$ cat src/rtl/bcd2seg_scan_ndigit_if.sv
// rtl/bcd2seg_scan_ndigit_if.sv - scan-driver bus: BCD/dp/blank inputs, tick/enable, digit and segment pins
interface bcd2seg_scan_ndigit_if #(
  parameter int NUM_DIGITS = 4
);
  logic                    scan_tick;
  logic                    seg_en;
  logic [4*NUM_DIGITS-1:0] bcd_in;
  logic [NUM_DIGITS-1:0]   dp_in;
  logic [NUM_DIGITS-1:0]   blank_in;
  logic [NUM_DIGITS-1:0]   an;
  logic [6:0]              segd;
  logic                    dp;
  logic                    frame_start;

  modport master (
    output scan_tick, seg_en, bcd_in, dp_in, blank_in,
    input  an, segd, dp, frame_start
  );

  modport slave (
    input  scan_tick, seg_en, bcd_in, dp_in, blank_in,
    output an, segd, dp, frame_start
  );
endinterface

$ cat src/rtl/bcd2seg_scan_ndigit.sv
// rtl/bcd2seg_scan_ndigit.sv - N-digit multiplexed BCD-to-7-segment scan driver (leading-zero blanking under BCD2SEG_LZB_EN)
module bcd2seg_scan_ndigit #(
  parameter int NUM_DIGITS  = 4,
  parameter bit SEG_ACT_LOW = 1'b0,
  parameter bit AN_ACT_LOW  = 1'b0
) (
  input logic                    clk,
  input logic                    rst,
  bcd2seg_scan_ndigit_if.slave   bus
);
  localparam int IDX_W = (NUM_DIGITS > 1) ? $clog2(NUM_DIGITS) : 1;
  localparam logic [IDX_W-1:0] IDX_LAST = IDX_W'(NUM_DIGITS - 1);

  logic [IDX_W-1:0]        idx_q;
  logic [IDX_W-1:0]        idx_next;
  logic                    wrap;

  logic [4*NUM_DIGITS-1:0] snap_bcd_q;
  logic [NUM_DIGITS-1:0]   snap_dp_q;
  logic [NUM_DIGITS-1:0]   snap_blank_q;

  logic [4*NUM_DIGITS-1:0] src_bcd;
  logic [NUM_DIGITS-1:0]   src_dp;
  logic [NUM_DIGITS-1:0]   src_blank;
  logic [NUM_DIGITS-1:0]   lead_zero;

  logic [3:0]              cur_digit;
  logic                    cur_blank;
  logic [6:0]              cur_seg;
  logic                    cur_dp;
  logic [NUM_DIGITS-1:0]   cur_onehot;

  // Active-high internal copies; pin polarity is a fixed inversion on top.
  logic [NUM_DIGITS-1:0]   an_q;
  logic [6:0]              seg_q;
  logic                    dp_q;
  logic                    fs_q;

  function automatic logic [6:0] decode(input logic [3:0] v);
    case (v)
      4'd0:    decode = 7'h3F;
      4'd1:    decode = 7'h06;
      4'd2:    decode = 7'h5B;
      4'd3:    decode = 7'h4F;
      4'd4:    decode = 7'h66;
      4'd5:    decode = 7'h6D;
      4'd6:    decode = 7'h7D;
      4'd7:    decode = 7'h27;
      4'd8:    decode = 7'h7F;
      4'd9:    decode = 7'h6F;
      default: decode = 7'h40;
    endcase
  endfunction

  // Next digit index; a wrap to digit 0 marks the start of a new frame.
  always_comb begin
    idx_next = idx_q;
    if (bus.scan_tick) begin
      idx_next = (idx_q == IDX_LAST) ? '0 : idx_q + 1'b1;
    end
    wrap = bus.scan_tick && (idx_next == '0);
  end

  // Digit 0 of a new frame decodes the live bus; every other digit uses the frame snapshot.
  always_comb begin
    src_bcd   = wrap ? bus.bcd_in   : snap_bcd_q;
    src_dp    = wrap ? bus.dp_in    : snap_dp_q;
    src_blank = wrap ? bus.blank_in : snap_blank_q;
  end

`ifdef BCD2SEG_LZB_EN
  logic zero_run;

  // A digit is a leading zero when it and every more significant digit are 0; digit 0 always shows.
  always_comb begin
    lead_zero = '0;
    zero_run  = 1'b1;
    for (int k = NUM_DIGITS - 1; k >= 1; k--) begin
      zero_run     = zero_run && (src_bcd[4*k +: 4] == 4'd0);
      lead_zero[k] = zero_run;
    end
  end
`else
  assign lead_zero = '0;
`endif

  // Decode the digit about to be driven, applying forced and leading-zero blanking.
  always_comb begin
    cur_digit  = src_bcd[{idx_next, 2'b00} +: 4];
    cur_blank  = src_blank[idx_next] | lead_zero[idx_next];
    cur_seg    = cur_blank ? 7'h00 : decode(cur_digit);
    cur_dp     = !cur_blank && src_dp[idx_next];
    cur_onehot = '0;
    cur_onehot[idx_next] = 1'b1;
  end

  // Scan index, frame snapshot and frame-start pulse keep running even while the display is off.
  always_ff @(posedge clk) begin
    if (rst) begin
      idx_q        <= IDX_LAST;
      snap_bcd_q   <= '0;
      snap_dp_q    <= '0;
      snap_blank_q <= '0;
      fs_q         <= 1'b0;
    end else begin
      idx_q <= idx_next;
      fs_q  <= wrap;
      if (wrap) begin
        snap_bcd_q   <= bus.bcd_in;
        snap_dp_q    <= bus.dp_in;
        snap_blank_q <= bus.blank_in;
      end
    end
  end

  // Pin registers: segments update on each tick, digit enables drop immediately when disabled.
  always_ff @(posedge clk) begin
    if (rst) begin
      an_q  <= '0;
      seg_q <= '0;
      dp_q  <= 1'b0;
    end else begin
      if (bus.scan_tick) begin
        seg_q <= cur_seg;
        dp_q  <= cur_dp;
      end
      if (!bus.seg_en) begin
        an_q <= '0;
      end else if (bus.scan_tick) begin
        an_q <= cur_onehot;
      end
    end
  end

  assign bus.an          = an_q ^ {NUM_DIGITS{AN_ACT_LOW}};
  assign bus.segd        = seg_q ^ {7{SEG_ACT_LOW}};
  assign bus.dp          = dp_q ^ SEG_ACT_LOW;
  assign bus.frame_start = fs_q;
endmodule

$ cat src/flat_wrapper.sv
// flat-port wrapper written by rule: the top's interface ports become plain ports
module bcd2seg_scan_ndigit_flat 
#(
  parameter int NUM_DIGITS  = 4,
  parameter bit SEG_ACT_LOW = 1'b0,
  parameter bit AN_ACT_LOW  = 1'b0
)
  (clk, rst, bus_scan_tick, bus_seg_en, bus_bcd_in, bus_dp_in, bus_blank_in, bus_an, bus_segd, bus_dp, bus_frame_start);
  bcd2seg_scan_ndigit_if #(.NUM_DIGITS(NUM_DIGITS)) bus_i ();
  input logic clk;
  input logic rst;
  input wire logic [$bits(bus_i.scan_tick)-1:0] bus_scan_tick;
  input wire logic [$bits(bus_i.seg_en)-1:0] bus_seg_en;
  input wire logic [$bits(bus_i.bcd_in)-1:0] bus_bcd_in;
  input wire logic [$bits(bus_i.dp_in)-1:0] bus_dp_in;
  input wire logic [$bits(bus_i.blank_in)-1:0] bus_blank_in;
  output wire logic [$bits(bus_i.an)-1:0] bus_an;
  output wire logic [$bits(bus_i.segd)-1:0] bus_segd;
  output wire logic [$bits(bus_i.dp)-1:0] bus_dp;
  output wire logic [$bits(bus_i.frame_start)-1:0] bus_frame_start;
  assign bus_i.scan_tick = bus_scan_tick;
  assign bus_i.seg_en = bus_seg_en;
  assign bus_i.bcd_in = bus_bcd_in;
  assign bus_i.dp_in = bus_dp_in;
  assign bus_i.blank_in = bus_blank_in;
  assign bus_an = bus_i.an;
  assign bus_segd = bus_i.segd;
  assign bus_dp = bus_i.dp;
  assign bus_frame_start = bus_i.frame_start;
  bcd2seg_scan_ndigit #(.NUM_DIGITS(NUM_DIGITS), .SEG_ACT_LOW(SEG_ACT_LOW), .AN_ACT_LOW(AN_ACT_LOW)) u_core (.clk(clk), .rst(rst), .bus(bus_i));
endmodule
$ cat config.mk
export PLATFORM = sky130hd
export DESIGN_NAME = bcd2seg_scan_ndigit_flat
export DESIGN_NICKNAME = d
export VERILOG_FILES = /design/src/rtl/bcd2seg_scan_ndigit_if.sv /design/src/rtl/bcd2seg_scan_ndigit.sv /design/src/flat_wrapper.sv
export SDC_FILE = /design/constraint.sdc
export NUM_CORES = 1
export LEC_CHECK = 0
export ABC_AREA = 1
export CORE_MARGIN = 2
export CORE_UTILIZATION = 35
export DETAILED_ROUTE_END_ITERATION = 10
export PLACE_DENSITY = 0.58
export RECOVER_POWER = 25
export SYNTH_ARGS = -nofsm -noshare
export SYNTH_HDL_FRONTEND = slang
export SYNTH_SLANG_ARGS = --single-unit
$ cat constraint.sdc
create_clock -name clk -period 2.5 [get_ports clk]
set_clock_uncertainty 0.2 [all_clocks]
set_input_delay 0.5 -clock clk [delete_from_list [all_inputs] [get_ports clk]]
set_output_delay 0.5 -clock clk [all_outputs]
set_load 0.05 [all_outputs]
==> impl_metrics.toml <==
[cts]
clk_latency_ns = 0.29
clock_sinks = 39
hold_buffers = 0
post_cts_buffers = 0
tritoncts = "done"
clockBufferDepth = 2
cts_buffers = 5
path_clk_slew_ns = 0.08
root_buffer = "clkbuf_8"
htree_levels = 2

[sta]
finalMaxSlewViolations = 0
finalCritPeriodShare_pct = 90.0
min_period_ns = 2.25
setup_viol = 0
relSlewSlack_pct = 57.0
setup_tns_ns = 0
hold_viol = 0
fin_ws_ns = 0.249
tightestPinTransition_ns = 0.645
rsz0062_at_grt = "no"
fmax_mhz = 444

[pwr]
max-vdd-ir-drop_mv = 0.300
power.leakage_nw = 1.43
p_per_area_mw_per_mm2 = 636

[route]
ant_nets = 0
wl_per_cell_um = 11.0
drtIter0Drc = 67
first_pass_iters = 4
drc = 0
via_per_inst = 4.50
wl_um = 5060
num_vias = 2073

[cells_and_area]
final_area_mm2 = 0.00285
layout_commonest_cell = "nand2_1"
final_net_count = 420
drive_above_1_share_pct = 14.9
area_growth_pct = 41.0
final_cell_mix = "88 x nand2_1, 47 x nor2_1, 46 x inv_1"
insertedDiodeCount = 0

[placed_design]
gp_congestion = 0.850
port_buffers = 40
place_area_mm2 = 0.00274
hpwl_um = 3970
dpl_worst_slack_ns = -0.396

[worst_setup_path]
rr_endpoint = "u_core.bus.segd[0]$_SDFFE_PP0P_"
critPathMaxFanout = 23
r2r_setup_slack_ns = 0.32
path_buf_inv = 5
critical_path_required_ns = 2.53
timing.rr.start = "u_core.idx_q[1]$_SDFF_PP1_"
path_cells = "dlygate4sd2_1 > nand3_2 > buf_12 > nand2_1 > nand2_2 > inv_2 > nand2_1 > nand2_1 > nor2_4 > inv_1 > ha_1 > inv_1 > nand3_1 > nand3_1 > nand3_1 > a21oi_1"
cp.arrival_ns = 2.28
cp_top_family = "simple AND/OR/NAND/NOR gates"
end_kind = "register"
critPathLaunchType = "input pin"
ff2ff_path_depth = 14
cpPeakStageDelay_ns = 0.29
slowest_stage = "dlygate4sd2_1"
crit_type = "input pin to register"

[logic_synthesis]
synth_fp_nets = 347
syn_avg_cell_area_um2 = 6.42
yosysWarnings = 0
synthCells = 315
yosysSeqAreaShare_pct = 38.6
netlist_area_mm2 = 0.00202
ys_seq_elements = 39
synth_cell_types = 26

[floorplanning]
dieArea_mm2 = 0.00640
io_pins = 41
rows = 27
core_mm2 = 0.00554
start_util_pct = 36.5
die_h_um = 80.0
die_w_um = 80.0

[global_routing]
grt_max_degree = 24
grt_pass1_wl_um = 8770
antenna_found_initial = 0
track_usage_pct = 17.4
grt_pass1_vias = 1910
grt_overflow = 0

[hold_path]
hold_depth = 2
min_from = "u_core.snap_blank_q[1]$_SDFF_PP0_"
worstHoldPathType = "register to register"
min_to = "u_core.snap_blank_q[1]$_SDFF_PP0_"

[run_status]
outcome = "finished, final reports clean"

[run]
drv_cap = 0
[worst register-to-register path: stages (launching register included)]
cell	delay, ns
dfxtp_2	0.43
nand3_2	0.12
buf_12	0.17
nand2_1	0.14
nor2_2	0.07
nand2_1	0.06
nand2_1	0.07
nor2_4	0.15
inv_1	0.08
ha_1	0.19
inv_1	0.05
nand3_1	0.10
nand3_1	0.11
nand3_1	0.07
a21oi_1	0.11
[cells in the mapped netlist]
library cell,n,area [µm²]
buf_2,3,15.0
o21ai_0,4,20.0
buf_6,1,11.3
nand3b_1,1,7.51
nand2_1,89,334
nand3_1,21,105
nand2_2,1,6.26
nor2_1,47,176
dfxtp_1,39,781
a211oi_1,1,7.51
nor3_1,7,35.0
inv_1,46,173
nor2_2,5,31.3
buf_4,4,30.0
mux2i_1,4,40.0
ha_1,4,50.1
or2_0,1,6.26
and2_1,1,6.26
o21a_1,1,7.51
inv_2,3,11.3
o21ai_1,6,30.0
clkbuf_1,5,18.8
nand3_2,1,10.0
nand4_1,5,31.3
a21oi_1,13,65.1
or2_1,2,12.5
[cells by family (layout without fill, tap and decap cells)]
kind of cell	Yosys count	count (layout)	share of synthesized area (%)
buf+inv	62	136	12.8
fa+ha+maj	4	4	2.48
compound gates	25	25	6.44
simple gates	181	181	37.7
flops	39	39	38.6
mux	4	4	1.98
[state kept, by name, indices dropped and copies added, names as in the netlist]
register	cells
u_core.bus.an	4
u_core.bus.dp	1
u_core.bus.frame_start	1
u_core.bus.segd	7
u_core.idx_q	2
u_core.snap_bcd_q	16
u_core.snap_blank_q	4
u_core.snap_dp_q	4
[worst max path at each step]
stage / startpoint / end / slack, ns / cells after the start
2_1_floorplan: bus_scan_tick / u_core.bus.segd[0]$_SDFFE_PP0P_ / 0.35 / 15
3_3_place_gp: bus_scan_tick / u_core.bus.segd[0]$_SDFFE_PP0P_ / -0.33 / 15
3_5_place_dp: bus_scan_tick / u_core.bus.segd[3]$_SDFFE_PP0P_ / -0.40 / 15
4_1_cts: u_core.idx_q[1]$_SDFF_PP1_ / u_core.bus.segd[3]$_SDFFE_PP0P_ / 0.19 / 14
5_1_grt: bus_scan_tick / u_core.bus.segd[0]$_SDFFE_PP0P_ / 0.009 / 15
6_report: bus_scan_tick / u_core.bus.segd[0]$_SDFFE_PP0P_ / 0.25 / 16
[area by class of cell]
| class | count | area (µm²) |
|---|---|---|
| multi-input cells | 214 | 990 |
| clock buffers | 7 | 96.3 |
| clock inverters | 1 | 7.51 |
| fillers | 578 | 2690 |
| well taps | 72 | 90.1 |
| repair buffers | 79 | 701 |
| flip-flops and latches | 39 | 782 |
| inverters | 49 | 184 |
[metal layers]
metal	vias up	wire [µm]	global-route usage, %
met3	7	223	3.39
met4	0	68	5.08
li1	1110	-	-
met1	920	2480	23.0
met2	36	2280	28.7
met5	-	0	0
[stage by stage]
stage | std cells | hold slack, ns | util, % | power, mW
6_report | 461 | 0.260 | 51.4 | 1.81
5_1_grt | 461 | 0.285 | 51.4 | 1.94
4_1_cts | 461 | 0.267 | 51.5 | 1.83
3_5_place_dp | 453 | 0.255 | 49.5 | 1.35
3_3_place_gp | 453 | 0.254 | 49.5 | 1.35
2_1_floorplan | 315 | 0.242 | - | 1.10
[what timing repair did]
action / 4_1_cts / 5_1_grt
hold endpoints to repair: 0 / 0
setup endpoints to repair: 4 / 4
gates resized for setup: 3 / 1
[power by group]
| group | internal (mW) | switching (mW) |
|---|---|---|
| clock network | 0.251 | 0.225 |
| logic | 0.269 | 0.364 |
| registers | 0.680 | 0.0236 |
No activity file was read; power rests on OpenSTA's default activity.
